**src/rtl/sync_fifo_dirflag.sv**
```systemverilog
// Single-clock FIFO. Full and empty come from Gray pointer equality plus a
// registered direction flag that remembers whether the write pointer last
// approached the read pointer from behind (filling) or from ahead (draining).
module sync_fifo_dirflag #(
  parameter int DATA_WIDTH = 32,
  parameter int ADDR_WIDTH = 4
) (
  input  logic                  clock,
  input  logic                  sclr,
  input  logic                  wr_en,
  input  logic [DATA_WIDTH-1:0] wr_data,
  output logic                  full,
  input  logic                  rd_en,
  output logic [DATA_WIDTH-1:0] rd_data,
  output logic                  rd_valid,
  output logic                  empty,
  output logic [ADDR_WIDTH:0]   level
);

  localparam int DEPTH = 2 ** ADDR_WIDTH;

  logic [DATA_WIDTH-1:0] mem [DEPTH];

  logic [ADDR_WIDTH-1:0] wptr, rptr;
  logic [ADDR_WIDTH-1:0] wptr_nxt, rptr_nxt;
  logic [ADDR_WIDTH-1:0] wgray, rgray;
  logic                  dir;
  logic                  dir_set, dir_clr;
  logic                  ptr_eq;
  logic                  wr_fire, rd_fire;

  function automatic logic [ADDR_WIDTH-1:0] bin2gray(input logic [ADDR_WIDTH-1:0] b);
    return b ^ (b >> 1);
  endfunction

  // Status is decoded from registered pointers and the flag only.
  assign ptr_eq = (wgray == rgray);
  assign full   = ptr_eq & dir;
  assign empty  = ptr_eq & ~dir;

  // Reset wins over both requests; a blocked request never moves a pointer.
  assign wr_fire = wr_en & ~full & ~sclr;
  assign rd_fire = rd_en & ~empty & ~sclr;

  assign wptr_nxt = wr_fire ? wptr + ADDR_WIDTH'(1) : wptr;
  assign rptr_nxt = rd_fire ? rptr + ADDR_WIDTH'(1) : rptr;

  // Quadrant compare on the top two Gray bits: write one quadrant behind read
  // means we are filling, one quadrant ahead means we are draining.
  assign dir_set = (wgray[ADDR_WIDTH-1] ^ rgray[ADDR_WIDTH-2]) &
                   ~(wgray[ADDR_WIDTH-2] ^ rgray[ADDR_WIDTH-1]);
  assign dir_clr = ~(wgray[ADDR_WIDTH-1] ^ rgray[ADDR_WIDTH-2]) &
                   (wgray[ADDR_WIDTH-2] ^ rgray[ADDR_WIDTH-1]);

  // Storage array; contents survive reset.
  always_ff @(posedge clock) begin
    if (wr_fire) mem[wptr] <= wr_data;
  end

  // Pointers, their Gray copies, direction flag and fill level.
  always_ff @(posedge clock) begin
    if (sclr) begin
      wptr  <= '0;
      rptr  <= '0;
      wgray <= '0;
      rgray <= '0;
      dir   <= 1'b0;
      level <= '0;
    end else begin
      wptr  <= wptr_nxt;
      rptr  <= rptr_nxt;
      wgray <= bin2gray(wptr_nxt);
      rgray <= bin2gray(rptr_nxt);
      if (dir_set)      dir <= 1'b1;
      else if (dir_clr) dir <= 1'b0;
      case ({wr_fire, rd_fire})
        2'b10:   level <= level + (ADDR_WIDTH + 1)'(1);
        2'b01:   level <= level - (ADDR_WIDTH + 1)'(1);
        default: level <= level;
      endcase
    end
  end

  // Registered read port: one cycle from accepted read to valid data.
  always_ff @(posedge clock) begin
    if (sclr) begin
      rd_data  <= '0;
      rd_valid <= 1'b0;
    end else begin
      rd_valid <= rd_fire;
      if (rd_fire) rd_data <= mem[rptr];
    end
  end

endmodule
```
**config.mk**
```make
export PLATFORM = sky130hd
export DESIGN_NAME = sync_fifo_dirflag
export DESIGN_NICKNAME = d
export VERILOG_FILES = /design/src/rtl/sync_fifo_dirflag.sv
export SDC_FILE = /design/constraint.sdc
export NUM_CORES = 1
export LEC_CHECK = 0
export ABC_AREA = 1
export CAP_MARGIN = 30
export CORE_MARGIN = 1
export CORE_UTILIZATION = 65
export CTS_BUF_LIST = sky130_fd_sc_hd__clkbuf_8
export CTS_CLUSTER_DIAMETER = 50
export DETAILED_ROUTE_END_ITERATION = 10
export GPL_ROUTABILITY_DRIVEN = 0
export GPL_TIMING_DRIVEN = 0
export PLACE_DENSITY = 0.84
export REMOVE_ABC_BUFFERS = 1
export SLEW_MARGIN = 20
export SYNTH_ARGS = -nofsm -noshare
export SYNTH_HDL_FRONTEND = slang
export SYNTH_SLANG_ARGS = --single-unit
export TNS_END_PERCENT = 10
```
**constraint.sdc**
```tcl
create_clock -name clock -period 5.1 [get_ports clock]
set_input_delay 1.02 -clock clock [delete_from_list [all_inputs] [get_ports clock]]
set_output_delay 1.02 -clock clock [all_outputs]
set_load 0.01 [all_outputs]
```
==> results of run 1 <==
==> state kept, by name (all words and copies together), names as in the netlist, 3 cells and up <==
| name | count |
|---|---|
| mem | 512 |
| wgray | 3 |
| rgray | 3 |
| wptr | 4 |
| rd_data | 32 |
| rptr | 4 |
| level | 5 |
==> final timing paths <==
path	from	end	slack, ps	cells after the start
setup / recovery	rptr[3]	level[4]	510	17
hold / removal	rd_data[25]	rd_data[25]	470	2
setup reg to reg	rptr[3]	level[4]	510	17
hold reg to reg	rd_data[25]	rd_data[25]	470	2
==> metrics by stage <==
stage                     std cells  util, %  total power (uW)  hold WS (ps)
after global routing           2311    76.32             10820         485.6
final                          2311    76.32             10470         468.4
after floorplan                1588        -              6222         494.0
after detailed placement       2147    71.29              6872         461.5
after CTS                      2309    76.30             10440         471.7
after global placement         2111    68.07              6784         458.8
==> placed cells by master, fill, tap and decap left out, drive strengths merged <==
master	count
a21oi	4
and3	1
buf	36
bufinv	2
clkbuf	98
clkdlybuf4s50	75
clkinv	25
clkinvlp	2
dfxtp	53
diode	2
edfxtp	512
ha	10
inv	67
nand2	155
nand3	110
nand4	11
nor2	298
o21ai	260
o21bai	2
o221ai	128
xnor2	3
xor2	9
==> cell type report <==
cell class | instances | area share, %
Sequential cell | 565 | 63.97
Multi-Input combinational cell | 991 | 20.18
Timing Repair Buffer | 111 | 6.539
Clock buffer | 98 | 5.244
Tap cell | 448 | 2.180
Clock inverter | 64 | 1.323
Inverter | 32 | 0.5449
Antenna cell | 2 | 0.01946
==> cells by family (layout without fill, tap and decap cells) <==
| family | count (synthesis) | in the layout | synth area share [%] |
|---|---|---|---|
| compound gates | 394 | 394 | 10.99 |
| xor+xnor | 12 | 12 | 0.4702 |
| fa+ha+maj | 10 | 10 | 0.5597 |
| buf+inv | 152 | 305 | 3.795 |
| flops | 565 | 565 | 73.52 |
| other cells | 0 | 2 | 0 |
| simple gates | 575 | 575 | 10.66 |
==> routing by layer <==
metal	track usage, %	vias to the layer above
met3	6.492	266
li1	-	6566
met2	53.77	1136
met4	20.92	0
met5	0	-
met1	40.29	7187
==> power by group <==
| group | switching (uW) | internal [uW] | leakage (uW) | total (uW) |
|---|---|---|---|---|
| clock | 1750 | 1880 | 0.000987 | 3620 |
| combinational | 970 | 531 | 0.00276 | 1500 |
| sequential | 147 | 5200 | 0.00505 | 5350 |
| total | 2860 | 7610 | 0.00880 | 10500 |
==> worst max-delay path, stage by stage, from the launching register on <==
cell and delay, ps:
dfxtp_4 570, inv_2 840, nand2_1 140, nand2_1 170
nor2_4 70, nand3_4 120, nand3_4 110, inv_2 790
ha_1 420, xor2_1 130, ha_1 200, inv_1 70
nand2_1 90, and3_1 220, o21bai_1 180, nand2_1 110
nand2_1 110, a21oi_1 70
==> metrics.yaml, run 1 <==
timing:
  worst_slack_ps: 505.9
  rsz0062_at_grt: "false"
  finalSetupViolations: 0
  worstMarginPinSlew_ps: 1040
  finalMaxSlewViolations: 0
  hold_viol: 0
  relSlewSlack_pct: 30.56
  clock.fmax_ghz: 0.2177
  layout_min_cycle_time_ps: 4594
  fin_tns_setup_ps: 0
  finClkSkew_ps: 28.01
  period_share_pct: 90.08
layout:
  fillers: 1814
  layout.nets: 1833
  drive_gt1_share_pct: 10.05
  design_area_mm2: 0.02572
  multiInputGateArea_mm2: 0.005191
  area_growth_pct: 15.04
  seq_area_mm2: 0.01645
synth:
  yosys_most_used_dff: "edfxtp_1"
  syn_inst: 1708
  ys_top_cells_by_area: "edfxtp_1 69%, o221ai_1 5.0%, nor2_1 5.0%"
  ys_types: 28
  synth_edf_count: 512
  synth_top_area_share_pct: 68.77
  ys_warn_count: 0
  ys_ff_latch: 565
  synth_common_cells: "512 x edfxtp_1, 297 x nor2_1, 161 x o21ai_0"
  synth.avg_cell_area_um2: 13.09
  seq_area_frac_synth_pct: 73.52
  netlist_area_mm2: 0.02236
  synth_area_leader_cell: "edfxtp_1"
  async_reset_ff_share_pct: 0
  yosysMostFrequentCell: "edfxtp_1"
clock_network:
  clkTransAtPathRegs_ps: 70
  cts_max_level: 3
  cts.sinks: 565
  tritoncts: "built"
  post_cts_resize_count: 0
  numCtsBuffers: 86
  post_cts_buffers: 0
  cts-hold-fix-buffers: 0
  root_buffer: "clkbuf_8"
  clk_latency_ps: 640
  cts_buffer_depth: 3
global_route:
  antenna_found_initial: 2
  first_global_vias: 15250
  grt_usage_pct: 32.82
  grt_max_degree: 166
  overflow: 0
  grt_pass1_wl_mm: 85.53
critical_path:
  worst-path-max-fanout: 36
  cp.arrival_ps: 5100
  startpoint_type: "register"
  required_ps: 5600
  path_class: "register to register"
  worstSetupEndpointType: "register"
route:
  drtAntennaViolNets: 0
  wl_met3_mm: 6.467
  m1WireLength_mm: 19.23
  top_layer_used: "met4"
  drc: 0
  viasPerCell: 6.558
  finalWirelength_mm: 56.87
  drtIter0Drc: 2030
  first_pass_iters: 6
  wire_per_inst_um: 24.61
  dr_wl_met2_mm: 27.94
  num_vias: 15160
floorplanning:
  die_h_um: 187.5
  placementRows: 67
  initial_core_util_pct: 66.34
  ios: 76
  core_area_mm2: 0.03370
  die-area_mm2: 0.03514
  die_x_um: 187.5
place:
  hpwlAfterDp_mm: 29.79
  post_dp_cell_area_mm2: 0.02402
  portBuffers: 75
  dp_slack_ps: 264.4
pwr:
  power_leakage_uw: 0.008801
  max-vdd-ir-drop_v: 0.0002283
  powerDensity_mw_per_mm2: 407.1
worst_hold_path:
  min_path_type: "register to register"
job:
  max_cap_viol_count: 0
status:
  status: "completed"
Power figures use the tool's default switching activity.
==> run 2: changes to the inputs <==
CORE_MARGIN = 2   (was 1)
==> metrics.yaml, run 2 (same netlist as run 1, synthesis figures left out) <==
global_route:
  grt-busiest-layer: "met2"
  antenna_found_initial: 1  # -1
  first_global_vias: 15070  # -1.2%
  grt_use_met1_pct: 39.25  # -1.0 points
  grt_usage_pct: 31.72  # -1.1 points
  grt_max_degree: 137  # -17%
  overflow: 0  # unchanged
  use_met2_pct: 52.59  # -1.2 points
  globalRouteMet3Util_pct: 6.024  # -0.47 points
  grt_pass1_wl_mm: 84.80  # -0.85%
worst_hold_path:
  holdPathEnd: "rd_data[14]"
  min_path_type: "register to register"
  hold_depth: 2  # unchanged
  hold_start: "rd_data[14]"
layout:
  finalNonFillerCells: 2303  # -0.35%
  largest-register: "mem"
  final_common_cell: "edfxtp_1"
  largestRegisters: "mem (512), rd_data (32), level (5)"
  mostFrequentLayoutCells: "512 x edfxtp_1, 281 x nor2_1, 161 x o21ai_0, 154 x nand2_1, 128 x o221ai_1"
  largest_reg_flops: 512  # unchanged
  design_area_mm2: 0.02554  # -0.68%
  seq_area_mm2: 0.01645  # about the same
  layout.nets: 1830  # -0.16%
  fillers: 1875  # +3.4%
  drive_gt1_share_pct: 9.601  # -0.45 points
  multiInputGateArea_mm2: 0.005191  # unchanged
  area_growth_pct: 14.26
timing:
  hold_viol: 0  # unchanged
  worstMarginPinSlew_ps: 1021  # -19.37 ps
  period_share_pct: 85.45  # -4.6 points
  clock.fmax_ghz: 0.2295  # +5.4%
  relSlewSlack_pct: 31.85  # +1.3 points
  layout_min_cycle_time_ps: 4358  # -236.0 ps
  finClkSkew_ps: 37.16  # +9.153 ps
  rsz0062_at_grt: "false"
  finalMaxSlewViolations: 0  # unchanged
  hold_slack_ps: 468.3  # -0.1090 ps
  finalSetupViolations: 0  # unchanged
route:
  num_vias: 15340  # +1.2%
  drc: 0  # unchanged
  viasPerCell: 6.663  # +1.6%
  drtAntennaViolNets: 0  # unchanged
  first_pass_iters: 7  # +1
  finalWirelength_mm: 57.48  # +1.1%
  wire_per_inst_um: 24.96  # +1.4%
  drtIter0Drc: 2464  # +21%
critical_path:
  path_class: "register to output pin"
  r2r-end: "level[4]"
  startpoint_type: "register"
  cpPeakStageDelay_ps: 650  # -190 ps
  r2r_slack_ps: 1070  # +560 ps
  reg2reg_depth: 19  # +2
  critPathSlowestCell: "dfxtp_2"
  worstPathCellList: "buf_12, inv_2, nand2_1, nand2_1, nor2_4, nand3_4, inv_1, clkdlybuf4s50_1"
  cp.arrival_ps: 3340  # -1760 ps
  cpMostUsedCell: "nand2_1"
  required_ps: 4080  # -1520 ps
  worstSetupEndpointType: "output pin"
  r2r_start: "rptr[3]"
  worst-path-max-fanout: 34  # -5.6%
floorplanning:
  die_x_um: 189.5  # +1.1%
  die_h_um: 189.5  # +1.1%
  core_area_mm2: 0.03370  # unchanged
  placementRows: 67  # unchanged
  initial_core_util_pct: 66.34  # unchanged
  die-area_mm2: 0.03589  # +2.1%
  ios: 76  # unchanged
pwr:
  clkPwrFrac_pct: 34.0  # -0.6 points
  p_sw_share_pct: 27.95  # +0.62 points
  pwr-share-seq_pct: 51.4  # +0.3 points
  pwr-share-comb_pct: 14.5  # +0.2 points
  p_int_uw: 7480  # -1.7%
  max-vdd-ir-drop_v: 0.0002240  # -1.9%
  p_total_uw: 10380  # -0.84%
  powerDensity_mw_per_mm2: 406.5  # -0.16%
  power_leakage_uw: 0.008700  # -1.1%
  p_switching_uw: 2902  # +1.4%
clock_network:
  post_cts_buffers: 0  # unchanged
  numCtsBuffers: 85  # -1.2%
  cts.sinks: 565  # unchanged
  post_cts_resize_count: 0  # unchanged
  tritoncts: "built"
  clk_latency_ps: 670  # +30 ps
  cts-hold-fix-buffers: 0  # unchanged
  cts_max_level: 3  # unchanged
  root_buffer: "clkbuf_8"
  cts_buffer_depth: 3  # unchanged
  clkTransAtPathRegs_ps: 70  # about the same
place:
  placed_cells: 2144  # -0.14%
  portBuffers: 75  # unchanged
  hpwlAfterDp_mm: 30.52  # +2.5%
  post_dp_cell_area_mm2: 0.02391  # -0.47%
job:
  max_cap_viol_count: 0  # unchanged
status:
  status: "completed"
## run 2: worst max path at each step
stage                       end  slack (ps)  cells past startpoint     from
floorplan           rd_data[27]       -2270                      7  rptr[0]
global placement    rd_data[25]       -7150                      7  rptr[0]
detailed placement     level[4]         250                     15     sclr
CTS                    level[4]         640                     19  rptr[3]
global route              empty         700                      8  rptr[3]
finish                    empty         740                      8  rptr[3]
## run 2: area by class of cell
type                       instances  share of cell area, %
tap                              448                  2.194
multi-input combinational        991                  20.32
antenna                            1               0.009797
clock buffer                      89                  4.795
sequential                       565                  64.39
timing repair buffer             109                  6.231
inverter                          32                 0.5486
clock inverter                    68                  1.504
## run 2: worst max-delay path, delay by kind of cell (launching register included)
family	cells	cell delay [ps]
buffers and inverters	4	1350
DFF	1	650
and+or+nand+nor	4	650
## run 2: stage by stage
step,util (%),setup slack (ps),setup TNS [ps]
global placement,68.07,-7154,-1057280
floorplan,-,-2275,-75830
detailed placement,70.95,250.5,0
finish,75.80,741.9,0
global route,75.80,698.9,0
CTS,75.73,635.4,0
## run 2: per-layer routing
| layer | vias to the layer above | wire length, um |
|---|---|---|
| li1 | 6545 | - |
| met1 | 7365 | 19560 |
| met2 | 1200 | 28620 |
| met3 | 234 | 6510 |
| met4 | 0 | 2787 |
| met5 | - | 0 |
## run 2: power by group through the flow
stage | Sequential (uW) | Combinational, uW | Clock, uW
floorplan | 5480 | 743 | 0
global placement | 5520 | 1260 | 0
CTS | 5330 | 1470 | 3550
global route | 5350 | 1620 | 3740
detailed placement | 5430 | 1450 | 0
finish | 5340 | 1510 | 3530
